--- src/rtl/paicore_link_echo.sv ---
`default_nettype none
// ============================================================================
// Module   : paicore_link_echo
// Brief    : Per-channel 4-phase link responder -> FIFO -> link initiator echo,
//            standing in for the PAICORE chip on the parallel link interface.
// Revision : 1.0
// ============================================================================
module paicore_link_echo #(
    parameter int Channel    = 16,
    parameter int FIFO_DEPTH = 4
) (
    input  logic                  aclk,
    input  logic                  aresetn,
    input  logic                  i_enable,
    input  logic [Channel-1:0]    in_request,
    input  logic [Channel*32-1:0] in_din,
    output logic [Channel-1:0]    in_acknowledge,
    output logic [Channel-1:0]    out_request,
    output logic [Channel*32-1:0] out_dout,
    input  logic [Channel-1:0]    out_acknowledge,
    output logic [31:0]           o_frame_cnt,
    output logic                  o_busy
);

    localparam int AW = $clog2(FIFO_DEPTH);
    localparam int CW = AW + 1;
    localparam logic [CW-1:0] C_FULL = CW'(FIFO_DEPTH);

    typedef enum logic {
        R_IDLE = 1'b0,
        R_ACK  = 1'b1
    } r_state_t;

    typedef enum logic [1:0] {
        T_IDLE = 2'd0,
        T_REQ  = 2'd1,
        T_WAIT = 2'd2
    } t_state_t;

    logic [Channel-1:0] w_push;
    logic [Channel-1:0] w_busy_nxt;
    logic [31:0]        w_npush;
    logic [31:0]        r_frame_cnt;
    logic               r_busy;

    for (genvar c = 0; c < Channel; c++) begin : g_ch
        r_state_t      r_rstate, w_rstate_nxt;
        t_state_t      r_tstate, w_tstate_nxt;
        logic [31:0]   r_mem [FIFO_DEPTH];
        logic [AW-1:0] r_wptr, r_rptr;
        logic [CW-1:0] r_count, w_count_nxt;
        logic          w_full, w_empty, w_push_ch, w_pop;
        logic          r_ack, r_req;
        logic [31:0]   r_dout;

        assign w_full  = (r_count == C_FULL);
        assign w_empty = (r_count == '0);

        always_comb begin
            w_rstate_nxt = r_rstate;
            w_push_ch    = 1'b0;
            case (r_rstate)
                R_IDLE: begin
                    if (in_request[c] && i_enable && !w_full) begin
                        w_push_ch    = 1'b1;
                        w_rstate_nxt = R_ACK;
                    end
                end
                R_ACK: begin
                    if (!in_request[c]) begin
                        w_rstate_nxt = R_IDLE;
                    end
                end
                default: w_rstate_nxt = R_IDLE;
            endcase
        end

        always_comb begin
            w_tstate_nxt = r_tstate;
            w_pop        = 1'b0;
            case (r_tstate)
                T_IDLE: begin
                    if (!w_empty) begin
                        w_pop        = 1'b1;
                        w_tstate_nxt = T_REQ;
                    end
                end
                T_REQ: begin
                    if (out_acknowledge[c]) begin
                        w_tstate_nxt = T_WAIT;
                    end
                end
                T_WAIT: begin
                    if (!out_acknowledge[c]) begin
                        w_tstate_nxt = T_IDLE;
                    end
                end
                default: w_tstate_nxt = T_IDLE;
            endcase
        end

        always_comb begin
            w_count_nxt = r_count;
            case ({w_push_ch, w_pop})
                2'b10:   w_count_nxt = r_count + 1'b1;
                2'b01:   w_count_nxt = r_count - 1'b1;
                default: w_count_nxt = r_count;
            endcase
        end

        always_ff @(posedge aclk or negedge aresetn) begin
            if (!aresetn) begin
                r_rstate <= R_IDLE;
                r_tstate <= T_IDLE;
                r_wptr   <= '0;
                r_rptr   <= '0;
                r_count  <= '0;
                r_ack    <= 1'b0;
                r_req    <= 1'b0;
                r_dout   <= '0;
            end else begin
                r_rstate <= w_rstate_nxt;
                r_tstate <= w_tstate_nxt;
                r_count  <= w_count_nxt;
                r_ack    <= (w_rstate_nxt == R_ACK);
                r_req    <= (w_tstate_nxt == T_REQ);
                if (w_push_ch) begin
                    r_wptr <= r_wptr + 1'b1;
                end
                if (w_pop) begin
                    r_rptr <= r_rptr + 1'b1;
                    r_dout <= r_mem[r_rptr];
                end
            end
        end

        // Storage carries no reset; validity is tracked by the pointers/count.
        always_ff @(posedge aclk) begin
            if (w_push_ch) begin
                r_mem[r_wptr] <= in_din[32*c +: 32];
            end
        end

        assign w_push[c]              = w_push_ch;
        assign w_busy_nxt[c]          = (w_count_nxt != '0) || (w_rstate_nxt != R_IDLE) ||
                                        (w_tstate_nxt != T_IDLE);
        assign in_acknowledge[c]      = r_ack;
        assign out_request[c]         = r_req;
        assign out_dout[32*c +: 32]   = r_dout;
    end

    always_comb begin
        w_npush = '0;
        for (int i = 0; i < Channel; i++) begin
            w_npush = w_npush + 32'(w_push[i]);
        end
    end

    // Busy is registered from next-state values so it tracks the live state exactly.
    always_ff @(posedge aclk or negedge aresetn) begin
        if (!aresetn) begin
            r_frame_cnt <= '0;
            r_busy      <= 1'b0;
        end else begin
            r_frame_cnt <= r_frame_cnt + w_npush;
            r_busy      <= |w_busy_nxt;
        end
    end

    assign o_frame_cnt = r_frame_cnt;
    assign o_busy      = r_busy;

endmodule
`default_nettype wire
--- config.mk ---
export PLATFORM = sky130hd
export DESIGN_NAME = paicore_link_echo
export DESIGN_NICKNAME = d
export VERILOG_FILES = /design/src/rtl/paicore_link_echo.sv
export SDC_FILE = /design/constraint.sdc
export NUM_CORES = 2
export LEC_CHECK = 0
export ABC_AREA = 1
export BUFFER_PORTS_ARGS = -buffer_cell sky130_fd_sc_hd__buf_2
export CAP_MARGIN = 40
export CORE_MARGIN = 4
export CORE_UTILIZATION = 30
export CTS_CLUSTER_SIZE = 40
export DETAILED_ROUTE_END_ITERATION = 12
export PLACE_DENSITY = 0.54
export REMOVE_ABC_BUFFERS = 1
export SLEW_MARGIN = 25
export SYNTH_ARGS = -nofsm -noshare
export SYNTH_HDL_FRONTEND = slang
export SYNTH_SLANG_ARGS = --single-unit
--- constraint.sdc ---
create_clock -name aclk -period 7.2 [get_ports aclk]
set_input_delay 0.72 -clock aclk [delete_from_list [all_inputs] [get_ports aclk]]
set_output_delay 0.72 -clock aclk [all_outputs]
set_load 0.02 [all_outputs]
==> run summary <==
status: finished, final reports clean
Fill cells: 33,600
share of power burned in registers: 0.373
Synth Register Bits: 2,769
area leader, netlist: edfxtp_1
setup TNS: 0 ps
layout cells sized above 1: 0.186
first-pass iteration count of the detailed router: 6
Logic pwr share: 0.347
Yosys top cell area share: 0.578
Post-CTS Resized: 0
num rows: 218
Int Power: 36.0 mW
root buf cell: clkbuf_16
Psw: 22.4 mW
Finish-stage setup viols: 0
Worst setup EP type: flip-flop
maximum vdd drop: 0.247 mV
switching share of power: 0.383
Crit Path Class: input port to flip-flop
Synth Warn #: 0
# nets final: 10,900
Clock Tree Buf Depth: 4
minimum clock period: 5000 ps
CTS tree: done
unrepaired setup endpoints after global routing: no
largest net degree at the start of global routing: 129
Slew Limit Headroom: 0.386
Slew Viols, Final: 0
Clock Latency Late Sink: 910 ps
CP arrival: 5780 ps
WL/cell: 21.7 um
# DRC: 0
post-route ant nets: 0
Total GRT Usage: 0.175
clock slew at reported path FFs: 60 ps
Synth Instances: 8,604
Post-CTS Hold Buffers: 526
hpwl dp: 216 mm
Cell Area, Synth: 106,000 sq um
Pwr Total: 58.4 mW
Final Hold Fails: 0
achievable frequency: 200 MHz
Worst Path Required: 7980 ps
CTS sink count: 2,769
H-tree depth: 5
critical path startpoint category: input port
Top-Level Pins: 1,124
Tcrit/Tclk final: 0.694
Clk pwr share: 0.280
grt total ovfl: 0
reported max-cap violation count: 0
DR iter-0 viols: 5,150
Routed WL: 332 mm
Die W: 604 um
I/O Buffers: 1,123
Setup Buffers After CTS: 0
Hold Crit Class: input port to flip-flop
Power Dens Cells: 436 nW/um^2
vias per inst: 4.67
Post-Syn Area per Cell: 12.4 sq um
Worst Tran Pin Value: 921 ps
Clock Skew: 55.5 ps
Initial Util: 0.302
Pleak: 50.0 nW
Yosys cell types: 40
CTS Buf Count: 311
Min Hold Slack: 132 ps
vias post-DR: 71,400
Core Footprint: 353,000 sq um
initial antenna violation count: 101
first-pass GRT wire length: 478 mm
sequential fraction of the synthesis area: 0.747
Die Y: 604 um
crit path max fanout: 9
vias in the first global route: 70,600
largest cells by area after synthesis: edfxtp_1, dfrtp_1, nor2_1
P&R area growth vs syn: 25.9%
routability cong.: 0.809
die area: 364,000 sq um
## cells in the final DEF, fill, tap and decap left out, drive strengths merged
cell / n
nand3b: 5
clkinv: 112
xnor2: 11
dlygate4sd3: 526
nand4: 35
and2: 1
clkinvlp: 16
o21ai: 1049
clkbuf: 400
nor2: 2778
a21oi: 17
dfrtp: 721
ha: 88
xor2: 60
diode: 56
nand2: 304
a21boi: 5
edfxtp: 2048
buf: 1295
nand3: 79
bufinv: 36
inv: 378
a21o: 1
fa: 28
a31oi: 512
nor4: 1
nor3: 13
## Yosys cell counts, drive strengths merged
cell type	n
inv	366
a31oi	512
nand4	35
nor2	2778
fa	28
o21ai	1049
nand2	304
nand3b	5
clkbuf	204
xnor2	11
buf	278
nor3	13
a21boi	5
xor2	60
dfrtp	721
and2	1
a21o	1
nor4	1
nand3	79
edfxtp	2048
a21oi	17
ha	88
## worst max-delay path: stages
cell	delay (ps)
dlygate4sd3_1	630
buf_2	150
nand2_1	50
nor2_1	130
nand2_2	200
inv_1	280
fa_1	460
inv_1	90
fa_1	430
fa_1	530
fa_1	430
fa_1	370
inv_1	110
fa_1	220
nand2_1	60
nand2_1	80
o21ai_2	120
o21ai_4	230
nand2_4	110
nor3_4	180
nand2_1	70
nand2_1	60
nand2_1	50
## path summary, 6_finish.rpt
check | startpoint | end | slack (ps) | cells after the start
min | in_request[14] | g_ch[14].r_ack | 130 | 3
max | in_request[0] | o_frame_cnt[26] | 2200 | 23
min reg2reg | g_ch[8].r_mem[1][4] | g_ch[8].r_dout[4] | 480 | 2
min in group asynchronous | aresetn | g_ch[10].r_dout[3] | 460 | 2
max reg2reg | g_ch[2].r_count[0] | o_frame_cnt[26] | 2350 | 21
max in group asynchronous | aresetn | g_ch[6].r_dout[4] | 4920 | 5
## through the flow
stage | area, sq um | setup slack (ps) | util | instances
2_1_floorplan | 104000 | 2560 | - | 8122
3_3_place_gp | 117000 | 1270 | 0.332 | 14100
3_5_place_dp | 118000 | 1330 | 0.333 | 14100
4_1_cts | 134000 | 2160 | 0.378 | 15200
5_1_grt | 134000 | 1870 | 0.380 | 15300
6_report | 134000 | 2200 | 0.380 | 15300
## kinds of logic (layout without fill, tap and decap cells)
family | count (synthesis) | count (layout) | synth area share
simple gates | 3216 | 3216 | 0.117
fa+ha+maj | 116 | 116 | 0.0156
flops | 2769 | 2769 | 0.747
other cells | 0 | 56 | 0
buf+inv | 848 | 2763 | 0.0335
compound gates | 1584 | 1584 | 0.0809
xor+xnor | 71 | 71 | 0.00584
## area by class of cell
type,instances,area (sq um),share of cell area
diodes,56,140,0.00105
repair buffers,1821,12700,0.0948
clock inverters,176,2260,0.0168
well taps,4730,5920,0.0442
flip-flops and latches,2769,79600,0.594
multi-input cells,4987,23600,0.176
inverters,366,1380,0.0103
clock buffers,400,8420,0.0628
## state kept, by name (all words and copies together) (netlist names)
signal	flops
g_ch.r_dout	512
g_ch.r_mem	2048
o_frame_cnt	32
g_ch.r_req	16
g_ch.r_ack	16
g_ch.r_wptr	32
g_ch.r_rptr	32
o_busy	1
g_ch.r_tstate	32
g_ch.r_count	48
## layer usage
metal,track usage,routed length (um),vias up
li1,-,-,33200
met2,0.297,163000,2083
met1,0.205,127000,35400
met4,0.0991,21000,18
met3,0.0374,20600,666
met5,0,123,-
## power groups by stage
stage | combinational (mW) | sequential, mW | clock [mW]
detailed placement | 20.1 | 22.1 | 0
global route | 22.5 | 22.1 | 17.5
global placement | 19.4 | 22.0 | 0
floorplan | 9.13 | 24.4 | 0
finish | 20.2 | 21.8 | 16.4
CTS | 20.4 | 21.8 | 16.8
No activity file was read; power rests on OpenSTA's default activity.
